==> src/rtl/dmem_access_unit.sv <==
`default_nettype none
// ============================================================================
// Module   : dmem_access_unit
// Purpose  : Memory-stage data-memory access unit. Converts EX/MEM load/store
//            control into a registered req/ack bus transaction with byte-lane
//            steering, stalls the pipeline until completion, returns the
//            extended load value, and flags misalignment and bus timeouts.
// Revision : 1.0 - initial release
// ============================================================================
module dmem_access_unit #(
   parameter int unsigned TIMEOUT_CYCLES = 255
) (
   input  logic        CLK,
   input  logic        RST,
   input  logic        MEM_W_En_M,
   input  logic [1:0]  Result_Src_Sel_M,
   input  logic [2:0]  MEM_Control_M,
   input  logic [31:0] ALU_Out_M,
   input  logic [31:0] SrcB_Reg_M,
   output logic        DMEM_Req,
   output logic        DMEM_We,
   output logic [31:0] DMEM_Addr,
   output logic [3:0]  DMEM_BE,
   output logic [31:0] DMEM_WData,
   input  logic        DMEM_Ack,
   input  logic [31:0] DMEM_RData,
   output logic [31:0] Load_Data_M,
   output logic        Stall_M,
   output logic        Misaligned_M,
   output logic        Bus_Err_M
);

   localparam logic [7:0] C_TMO_LAST = 8'(TIMEOUT_CYCLES - 1);

   typedef enum logic [1:0] {
      ST_IDLE = 2'd0,
      ST_WAIT = 2'd1,
      ST_DONE = 2'd2
   } state_t;

   state_t      state_q;
   logic        req_q, we_q, bus_err_q, ld_q;
   logic [31:0] addr_q, wdata_q, ld_data_q;
   logic [3:0]  be_q;
   logic [7:0]  cnt_q;
   logic [2:0]  f3_q;
   logic [1:0]  off_q;

   logic        is_store, is_load, access, is_half, is_word, misaligned, go;
   logic [3:0]  be_d;
   logic [31:0] wdata_d, ext_d;
   logic [7:0]  ld_byte;
   logic [15:0] ld_half;

   // Access decode; a store wins when both store and load are flagged.
   // funct3[1:0]: 00 byte, 01 half, 1x word (covers 011/110/111 as word).
   assign is_store   = MEM_W_En_M;
   assign is_load    = (Result_Src_Sel_M == 2'b01);
   assign access     = is_store | is_load;
   assign is_half    = (MEM_Control_M[1:0] == 2'b01);
   assign is_word    = MEM_Control_M[1];
   assign misaligned = access & ((is_half & ALU_Out_M[0]) |
                                 (is_word & (ALU_Out_M[1:0] != 2'b00)));
   assign go         = access & ~misaligned;

   // Byte-lane steering for the request captured in IDLE.
   always_comb begin
      be_d    = 4'b1111;
      wdata_d = 32'h0;
      if (is_store) begin
         if (is_word) begin
            wdata_d = SrcB_Reg_M;
         end else if (is_half) begin
            be_d    = ALU_Out_M[1] ? 4'b1100 : 4'b0011;
            wdata_d = {2{SrcB_Reg_M[15:0]}};
         end else begin
            be_d    = 4'b0001 << ALU_Out_M[1:0];
            wdata_d = {4{SrcB_Reg_M[7:0]}};
         end
      end
   end

   // Load lane extraction using the size/offset latched at request time.
   always_comb begin
      case (off_q)
         2'd0:    ld_byte = DMEM_RData[7:0];
         2'd1:    ld_byte = DMEM_RData[15:8];
         2'd2:    ld_byte = DMEM_RData[23:16];
         default: ld_byte = DMEM_RData[31:24];
      endcase
      ld_half = off_q[1] ? DMEM_RData[31:16] : DMEM_RData[15:0];
      case (f3_q)
         3'b000:  ext_d = {{24{ld_byte[7]}}, ld_byte};
         3'b100:  ext_d = {24'h0, ld_byte};
         3'b001:  ext_d = {{16{ld_half[15]}}, ld_half};
         3'b101:  ext_d = {16'h0, ld_half};
         default: ext_d = DMEM_RData;
      endcase
   end

   // Transaction FSM with registered bus outputs, load result and error pulse.
   always_ff @(posedge CLK) begin
      if (RST) begin
         state_q   <= ST_IDLE;
         req_q     <= 1'b0;
         we_q      <= 1'b0;
         addr_q    <= 32'h0;
         be_q      <= 4'h0;
         wdata_q   <= 32'h0;
         ld_data_q <= 32'h0;
         bus_err_q <= 1'b0;
         cnt_q     <= 8'h0;
         ld_q      <= 1'b0;
         f3_q      <= 3'b000;
         off_q     <= 2'b00;
      end else begin
         bus_err_q <= 1'b0;
         case (state_q)
            ST_IDLE: begin
               if (go) begin
                  req_q   <= 1'b1;
                  we_q    <= is_store;
                  addr_q  <= {ALU_Out_M[31:2], 2'b00};
                  be_q    <= be_d;
                  wdata_q <= wdata_d;
                  cnt_q   <= 8'h0;
                  ld_q    <= ~is_store;
                  f3_q    <= MEM_Control_M;
                  off_q   <= ALU_Out_M[1:0];
                  state_q <= ST_WAIT;
               end
            end
            ST_WAIT: begin
               if (DMEM_Ack) begin
                  req_q   <= 1'b0;
                  if (ld_q) ld_data_q <= ext_d;
                  state_q <= ST_DONE;
               end else if (cnt_q == C_TMO_LAST) begin
                  req_q     <= 1'b0;
                  bus_err_q <= 1'b1;
                  if (ld_q) ld_data_q <= 32'h0;
                  state_q   <= ST_DONE;
               end else begin
                  cnt_q <= cnt_q + 8'd1;
               end
            end
            ST_DONE: state_q <= ST_IDLE;
            default: state_q <= ST_IDLE;
         endcase
      end
   end

   assign DMEM_Req     = req_q;
   assign DMEM_We      = we_q;
   assign DMEM_Addr    = addr_q;
   assign DMEM_BE      = be_q;
   assign DMEM_WData   = wdata_q;
   assign Load_Data_M  = ld_data_q;
   assign Bus_Err_M    = bus_err_q;
   assign Misaligned_M = misaligned;
   assign Stall_M      = go & (state_q != ST_DONE);

endmodule
`default_nettype wire

==> config.mk <==
export PLATFORM = sky130hd
export DESIGN_NAME = dmem_access_unit
export DESIGN_NICKNAME = d
export VERILOG_FILES = /design/src/rtl/dmem_access_unit.sv
export SDC_FILE = /design/constraint.sdc
export NUM_CORES = 1
export LEC_CHECK = 0
export CAP_MARGIN = 20
export CORE_MARGIN = 1.5
export CORE_UTILIZATION = 30
export DETAILED_ROUTE_END_ITERATION = 8
export PLACE_DENSITY = 0.66
export SYNTH_ARGS = -nofsm -noshare
export SYNTH_HDL_FRONTEND = slang
export SYNTH_SLANG_ARGS = --single-unit
export TNS_END_PERCENT = 20
==> constraint.sdc <==
create_clock -name CLK -period 2.63 [get_ports CLK]
set_input_delay 0.263 -clock CLK [delete_from_list [all_inputs] [get_ports CLK]]
set_output_delay 0.263 -clock CLK [all_outputs]
set_load 0.02 [all_outputs]
## Yosys cells after proc, flatten, opt, wreduce, memory -nomap -nowiden

Cells that the tools add are included.
Widths: inputs -> output; s select.

- $add $sub $neg: 1
- Equal/unequal tests: 14
- Shift operators: 1
- Multiplexer cells: 27
- Bitwise logic cells: 10
- Reductions and logical operators: 12

Operator list:

| kind | number |
|---|---|
| $mux 32 | 7 |
| $pmux 32 s4 | 1 |
| $mux 8 | 3 |
| $pmux 8 s3 | 1 |
| $mux 16 | 1 |
| $mux 4 | 4 |
| $pmux 8 s2 | 1 |
| $add 8x1->8 const B | 1 |
| $eq 2x1->1 const B | 4 |
| $eq 8x8->1 const B | 1 |
| $ne 2x2->1 const B | 4 |
| $eq 3x3->1 const B | 2 |
| $mux 2 | 3 |
| $reduce_and 3->1 | 2 |
| $reduce_bool 2->1 | 3 |
| $and 1x1->1 | 5 |
| $logic_not 2->1 | 2 |
| $mux 1 | 4 |
| $pmux 2 s2 | 1 |
| $reduce_and 2->1 | 2 |
| $reduce_and 4->1 | 1 |
| $shl 1x2->4 const A | 1 |
| $eq 3x1->1 const B | 1 |
| $logic_not 3->1 | 1 |
| other kinds (6) | 9 |

- Register bits: 117
- Output and inout bits: 105

## Longest topological paths before layout

Gate-level depths: netlist (run 1).

- Depth in word-level cells: 8
- Mapped depth: 8
- Gate-level depth less buffers: 7

## Worst setup path after synthesis (run 1)

No wires, ideal clock.

- Kind: register to register
- Start point: reg cnt_q[0]
- End point: reg cnt_q[2]
- Setup time: 59 ps
- Data arrival time: 1800 ps
- Required time: 2571 ps
- Setup slack: 770 ps
- Cell stages (with the launch flop): 9
- Clock period less this slack: 1860 ps
- Cell sequence: dfxtp_1 inv_1 ha_1 and3_4 a211oi_4 a21oi_2 buf_6 or4b_1 nand2_1

- Cells in the longest elaborated chain, start to end: 4
- Elaborated cells between the ends (all ways): 7

Ends and longest elaborated chain:

| item | RTL line | text |
|---|---|---|
| start, declared | 45 | `logic [7:0] cnt_q;` |
| start signal, assigned | 144 | `cnt_q <= cnt_q + 8'd1;` |
| $add 8x1->8 | 144 |  |
| $mux 8 | 138 | `end else if (cnt_q == C_TMO_LAST) begin` |
| $mux 8 | 134 | `if (DMEM_Ack) begin` |
| $pmux 8 s2 | 118 | `case (state_q)` |

Parallel ways exist; a longest one is shown, timed or not. The select of a mux whose other input is x is not followed.
A chain may end at the register's enable or synchronous reset.

## Worst setup path in the final report (run 1)

- Start point: in ALU_Out_M[1]
- End point: out Stall_M

- Cells in the longest elaborated chain, start to end: 7

Ends and longest elaborated chain:

| item | RTL line | text |
|---|---|---|
| start, declared | 18 | `input logic [31:0] ALU_Out_M,` |
| $reduce_bool 2->1 | 63 | `(is_word & (ALU_Out_M[1:0] != 2'b00)));` |
| $and 1x1->1 | 63 |  |
| $or 1x1->1 | 62 | `assign misaligned = access & ((is_half & ALU_Out_M[0]) \|` |
| $and 1x1->1 | 62 |  |
| $not 1->1 | 64 | `assign go = access & ~misaligned;` |
| $and 1x1->1 | 64 |  |
| $and 1x1->1 | 161 | `assign Stall_M = go & (state_q != ST_DONE);` |
| end, declared | 28 | `output logic Stall_M,` |

No other way between the ends.

==> results of run 1 <==
metal layers:
metal,vias to the layer above,GRT usage (%)
li1,2445,-
met1,2229,23.1
met2,193,28.3
met3,20,7.59
met4,0,5.98
met5,-,0
stage by stage:
stage	cells	instance area (sq um)	hold slack (ps)	total power [mW]	util [%]
2_1_floorplan	595	5070	340	2.36	-
3_3_place_gp	991	7300	424	2.78	44.2
3_5_place_dp	991	7300	433	2.78	44.2
4_1_cts	1022	7920	372	5.30	47.9
5_1_grt	1022	7920	384	5.46	47.9
6_report	1022	7920	388	5.25	47.9
kinds of logic (layout without fill, tap and decap cells):
family / after synthesis / count (layout)
DFF: 117 / 117
other: 1 / 2
muxes: 35 / 35
adders and majority gates: 2 / 2
AOI/OAI and AO/OA: 150 / 150
buffers and inverters: 52 / 259
and+or+nand+nor: 237 / 237
cell type report:
| type | instances | area, sq um | share of cell area, % |
|---|---|---|---|
| Inverter | 7 | 26.3 | 0.332 |
| Clock buffer | 21 | 440 | 5.56 |
| Multi-Input combinational cell | 426 | 2490 | 31.4 |
| Clock inverter | 10 | 179 | 2.26 |
| Sequential cell | 117 | 2340 | 29.6 |
| Tap cell | 220 | 275 | 3.47 |
| Timing Repair Buffer | 221 | 2170 | 27.4 |
how the worst max path moves through the flow:
stage | end | slack [ps] | depth (start not counted)
floorplan | cnt_q[2] | 770 | 8
global placement | Stall_M | 230 | 5
detailed placement | Stall_M | 150 | 5
CTS | Stall_M | 130 | 5
global route | Stall_M | 80 | 5
finish | Stall_M | 140 | 5
where the power goes:
group	leakage [nW]	internal (mW)	switching [mW]	total, mW
Clock	0.305	1.67	0.830	2.50
Sequential	0.952	1.86	0.0579	1.92
Combinational	1.72	0.406	0.425	0.830
Total	2.98	3.94	1.31	5.25
cells in the final DEF (no fill, tap or decap), drive strengths merged, types with 3 or more instances in the layout:
master,count
clkdlybuf4s50,206
nand2,148
dfxtp,117
a21oi,56
o21ai,32
nand2b,29
mux2i,26
nor2,24
a22o,24
clkbuf,21
buf,15
nor3,11
mux2,8
a32o,8
inv,8
a31oi,7
o221ai,7
a21boi,6
bufinv,5
a211oi,5
or3,5
clkinv,4
or2,3
and2,3
nand4,3
worst max-delay path: stages:
cell and delay (ps):
clkdlybuf4s50_1 520, a21oi_2 270, a2bb2oi_4 230, a21boi_0 280, clkdlybuf4s50_1 660
state kept, by name, indices dropped and copies added (netlist names):
| name | flops |
|---|---|
| ld_q | 1 |
| cnt_q | 8 |
| DMEM_BE | 4 |
| Bus_Err_M | 1 |
| state_q | 2 |
| DMEM_WData | 32 |
| Load_Data_M | 32 |
| DMEM_We | 1 |
| off_q | 2 |
| f3_q | 3 |
| DMEM_Req | 1 |
| DMEM_Addr | 30 |
==> results.yml, run 1 <==
clocking:
  clk_path_buf_depth: 2
  cts.sinks: 117
  root_buffer: "clkbuf_16"
  clkTransAtPathRegs_ps: 50
  worstSkewPairLatency_ps: 420
  htree_levels: 4
  ctsResizeCount: 0
  numCtsBuffers: 17
  cts_tree: "done"
  cts_setup_buffers: 0
  cts_hold_buf: 0
yosys:
  yosys.area_share.adder_pct: 0.494
  synth_common_cells: "148 x nand2_1, 117 x dfxtp_1, 53 x a21oi_1"
  ys.flop_type: "dfxtp_1"
  synth.top_cell.area_share_pct: 46.3
  yosysWarnings: 0
  synth_top_cell_by_area: "dfxtp_1"
  yosysMostFrequentCell: "nand2_1"
  synthTopCellsByArea: "dfxtp_1 46%, nand2_1 11%, a21oi_1 5.2%"
  yosys.area_share.simple_pct: 21.1
  synth-edff-count: 0
  synth_seq_cells: 117
  syn_area_per_cell_sq_um: 8.52
  synth_top_family_by_area: "simple AND/OR/NAND/NOR gates"
  synthMuxAreaShare_pct: 7.36
  syn-instance-count: 594
  synth_cell_types: 45
  synth-xor-area-share_pct: 0
  async_flop_share_pct: 0
  synth_compound_area_share_pct: 19.9
  synth_area_sq_mm: 0.00506
  ys_seq_area_share_pct: 46.3
critical_path:
  critPathLaunchType: "primary input"
  critPathMaxFanout: 5
  worstSetupPathType: "primary input to output port"
  endpoint_kind: "output port"
  r2r-start: "cnt_q[0]"
  rr_endpoint: "cnt_q[7]"
  rr_worst_depth: 7
  arrival_ps: 2230
  critPathLaunch: "ALU_Out_M[1]"
  worstPathRequired_ps: 2370
  r2r_setup_slack_ps: 570
drt:
  wl_met2_um: 7190
  firstDrtPassIters: 5
  antenna_left: 0
  maxUsedRoutingLayer: "met4"
  wl_per_cell_um: 15.5
  num_vias: 4887
  first_iter_violations: 245
  wl_um: 15900
  wl_met1_um: 6970
  drt-vias-per-instance: 4.78
  wl_met3_um: 1470
  drc_errors: 0
grt:
  grt-ovfl-total: 0
  grt_pass1_vias: 4591
  grt_antenna_before_repair: 0
  grtUsageTotal_pct: 18.3
  grt_max_degree: 49
  grt_first_pass_wirelength_um: 25300
die:
  fp.dieH_um: 133
  ioPinCount: 210
  rows: 47
  start_util_pct: 30.6
  die_x_um: 133
  die_area_sq_mm: 0.0177
  core_sq_mm: 0.0165
timing:
  period_needed_ps: 2490
  rsz0062_at_grt: "false"
  drv_slew: 0
  skew_ps: 11.9
  fin_crit_sh_pct: 94.8
  hold_viol_final: 0
  timing.setup.tns_ps: 0
  relSlewSlack_pct: 49.1
  setup_violations: 0
  max_freq_ghz: 0.401
  tightest_slew_ps: 762
  setup_ws_ps: 138
place:
  port_buffers: 207
  dp_hpwl_um: 11300
  gp_congestion: 0.768
  pre_cts_ws_ps: 152
min_path:
  worstHoldPathCells: 3
  hp-start: "ALU_Out_M[20]"
  hp-class: "primary input to flip-flop"
  hold_end: "DMEM_Addr[20]"
power_and_ir_drop:
  p_per_area_mw_per_mm2: 663
  p_leak_nw: 2.98
  ir_drop_mv: 0.457
cells_and_area:
  nFillCells: 1580
  nets: 897
  layout-drive-gt1-share_pct: 8.23
  area_growth_pct: 56.4
  diodes: 0
outcome:
  status: "completed"
run:
  cap_violations: 0
(Power assumes the default switching activity.)
==> run 2: changes to the inputs <==
CELL_PAD_IN_SITES_DETAIL_PLACEMENT = 0   (was default)
CELL_PAD_IN_SITES_GLOBAL_PLACEMENT = 2   (was default)
CORE_UTILIZATION = 24   (was 30)
PLACE_DENSITY = 0.86   (was 0.66)
==> run 2 against run 1 <==
  * Combinational power up 2%
  * Cell area up 1.0%
  * Maximum frequency up 1.4%
  * Worst hold slack worse by 48 ps
  * Cell count up 5.1%
  * Critical endpoint unchanged
  * Largest cell class unchanged
  * Largest power group unchanged
==> results.yml, run 2 (same netlist as run 1, synthesis figures left out) <==
grt:
  grt_max_degree: 43
  grt_antenna_before_repair: 0
  grtUsageTotal_pct: 15.7
  grt_first_pass_wirelength_um: 26700
  grt_pass1_vias: 4738
  grt-ovfl-total: 0
critical_path:
  crit_end: "Stall_M"
  critPathLaunchType: "primary input"
  rr_endpoint: "cnt_q[7]"
  cpLargestDelayFamily: "buffers and inverters"
  critPathMaxFanout: 5
  worstPathRequired_ps: 2370
  crit_slowest_cell: "clkdlybuf4s50_1"
  arrival_ps: 2200
  critPathLaunch: "MEM_Control_M[1]"
  max_stage_delay_ps: 650
  r2r_setup_slack_ps: 550
  r2r-start: "cnt_q[0]"
  cp.depth: 5
  crit_buf_inv: 2
  rr_worst_depth: 7
  path_cells: "clkdlybuf4s50_1, a21oi_2, a2bb2oi_4, a21boi_0, clkdlybuf4s50_1"
  cp_common_cell: "clkdlybuf4s50_1"
  worstSetupPathType: "primary input to output port"
  endpoint_kind: "output port"
clocking:
  htree_levels: 4
  worstSkewPairLatency_ps: 410
  cts.sinks: 117
  ctsResizeCount: 0
  cts_tree: "done"
  cts_hold_buf: 0
  clk_path_buf_depth: 2
  root_buffer: "clkbuf_16"
  numCtsBuffers: 17
  cts_setup_buffers: 0
  clkTransAtPathRegs_ps: 50
power_and_ir_drop:
  p_per_area_mw_per_mm2: 647
  power_frac_seq_pct: 36.9
  ir_drop_mv: 0.376
  pwr-share-comb_pct: 16.3
  p_leak_nw: 2.98
  swShare_pct: 25.9
  switching_power_mw: 1.34
  power.internal_mw: 3.84
  p_clk_share_pct: 46.8
die:
  die_x_um: 148
  core_sq_mm: 0.0205
  fp.dieH_um: 148
  ioPinCount: 210
  start_util_pct: 24.7
  die_area_sq_mm: 0.0220
  rows: 52
timing:
  skew_ps: 9.04
  max_freq_ghz: 0.407
  period_needed_ps: 2460
  hold_viol_final: 0
  timing.setup.tns_ps: 0
  relSlewSlack_pct: 60.3
  tightest_slew_ps: 596
  holdWs_ps: 341
  drv_slew: 0
  rsz0062_at_grt: "false"
  fin_crit_sh_pct: 93.5
  setup_violations: 0
place:
  gp_congestion: 0.740
  dp_hpwl_um: 12200
  port_buffers: 207
run:
  cap_violations: 0
drt:
  drt-vias-per-instance: 4.55
  num_vias: 4891
  wl_per_cell_um: 15.6
  first_iter_violations: 246
  wl_um: 16800
  antenna_left: 0
  firstDrtPassIters: 4
  drc_errors: 0
cells_and_area:
  area_growth_pct: 58.1
  nets: 898
  layout-drive-gt1-share_pct: 8.83
  final_cell_mix: "206 x clkdlybuf4s50_1, 148 x nand2_1, 117 x dfxtp_1"
  diodes: 0
  nFillCells: 2069
  mostFrequentLayoutCell: "clkdlybuf4s50_1"
min_path:
  hp-class: "primary input to flip-flop"
  hp-start: "RST"
outcome:
  status: "completed"
-- run 2: cell types whose count changed in the layout (fill, tap and decap cells not counted) --
cell        delta
clkinv_2       -2
clkbuf_8       +3
clkinvlp_4     +3
bufinv_16      -2
buf_12         +1
clkbuf_1       -3
clkinv_4       +2
-- run 2: cell type report --
class	instances	area (sq um)	share of cell area [%]
Sequential cell	117	2340	29.3
Timing Repair Buffer	222	2190	27.4
Multi-Input combinational cell	426	2490	31.1
Clock inverter	11	149	1.86
Clock buffer	21	470	5.88
Inverter	7	26.3	0.328
Tap cell	270	338	4.22
-- run 2: per-layer routing --
layer,vias up,share of wire [%],track usage (%)
met1,2250,46,20.5
met3,11,10,7.18
met5,-,0,0
met2,190,43,23.5
li1,2440,-,-
met4,0,0.84,3.56
-- run 2: how the worst min path moves through the flow --
stage | to | cells past startpoint
after floorplan | Bus_Err_M | 1
after global placement | Load_Data_M[4] | 2
after detailed placement | Load_Data_M[4] | 2
after CTS | DMEM_Addr[29] | 2
after global routing | DMEM_Addr[30] | 2
final | DMEM_Addr[27] | 2
-- run 2: power by group through the flow --
stage	registers [mW]	logic [mW]	clock network (mW)
after floorplan	2.03	0.334	0
after global placement	1.95	0.854	0
after detailed placement	1.95	0.851	0
after CTS	1.91	0.855	2.48
after global routing	1.92	0.920	2.59
final	1.91	0.844	2.42
-- run 2: through the flow --
step                      util, %  setup WS [ps]  instance area (sq um)  power [mW]  std cells
final                        39.1            172                   8000        5.18       1074
after global routing         39.1           60.9                   8000        5.43       1074
after CTS                    39.1            128                   8000        5.25       1074
after detailed placement     36.0            148                   7380        2.80       1042
after global placement       36.0            181                   7380        2.80       1042
after floorplan                 -            770                   5070        2.36        595
==> run 3: changes to the inputs <==
SKIP_LAST_GASP = 1   (was default)
==> results of run 3 <==
Final layout, timing and power as in run 2 (identical DEF).
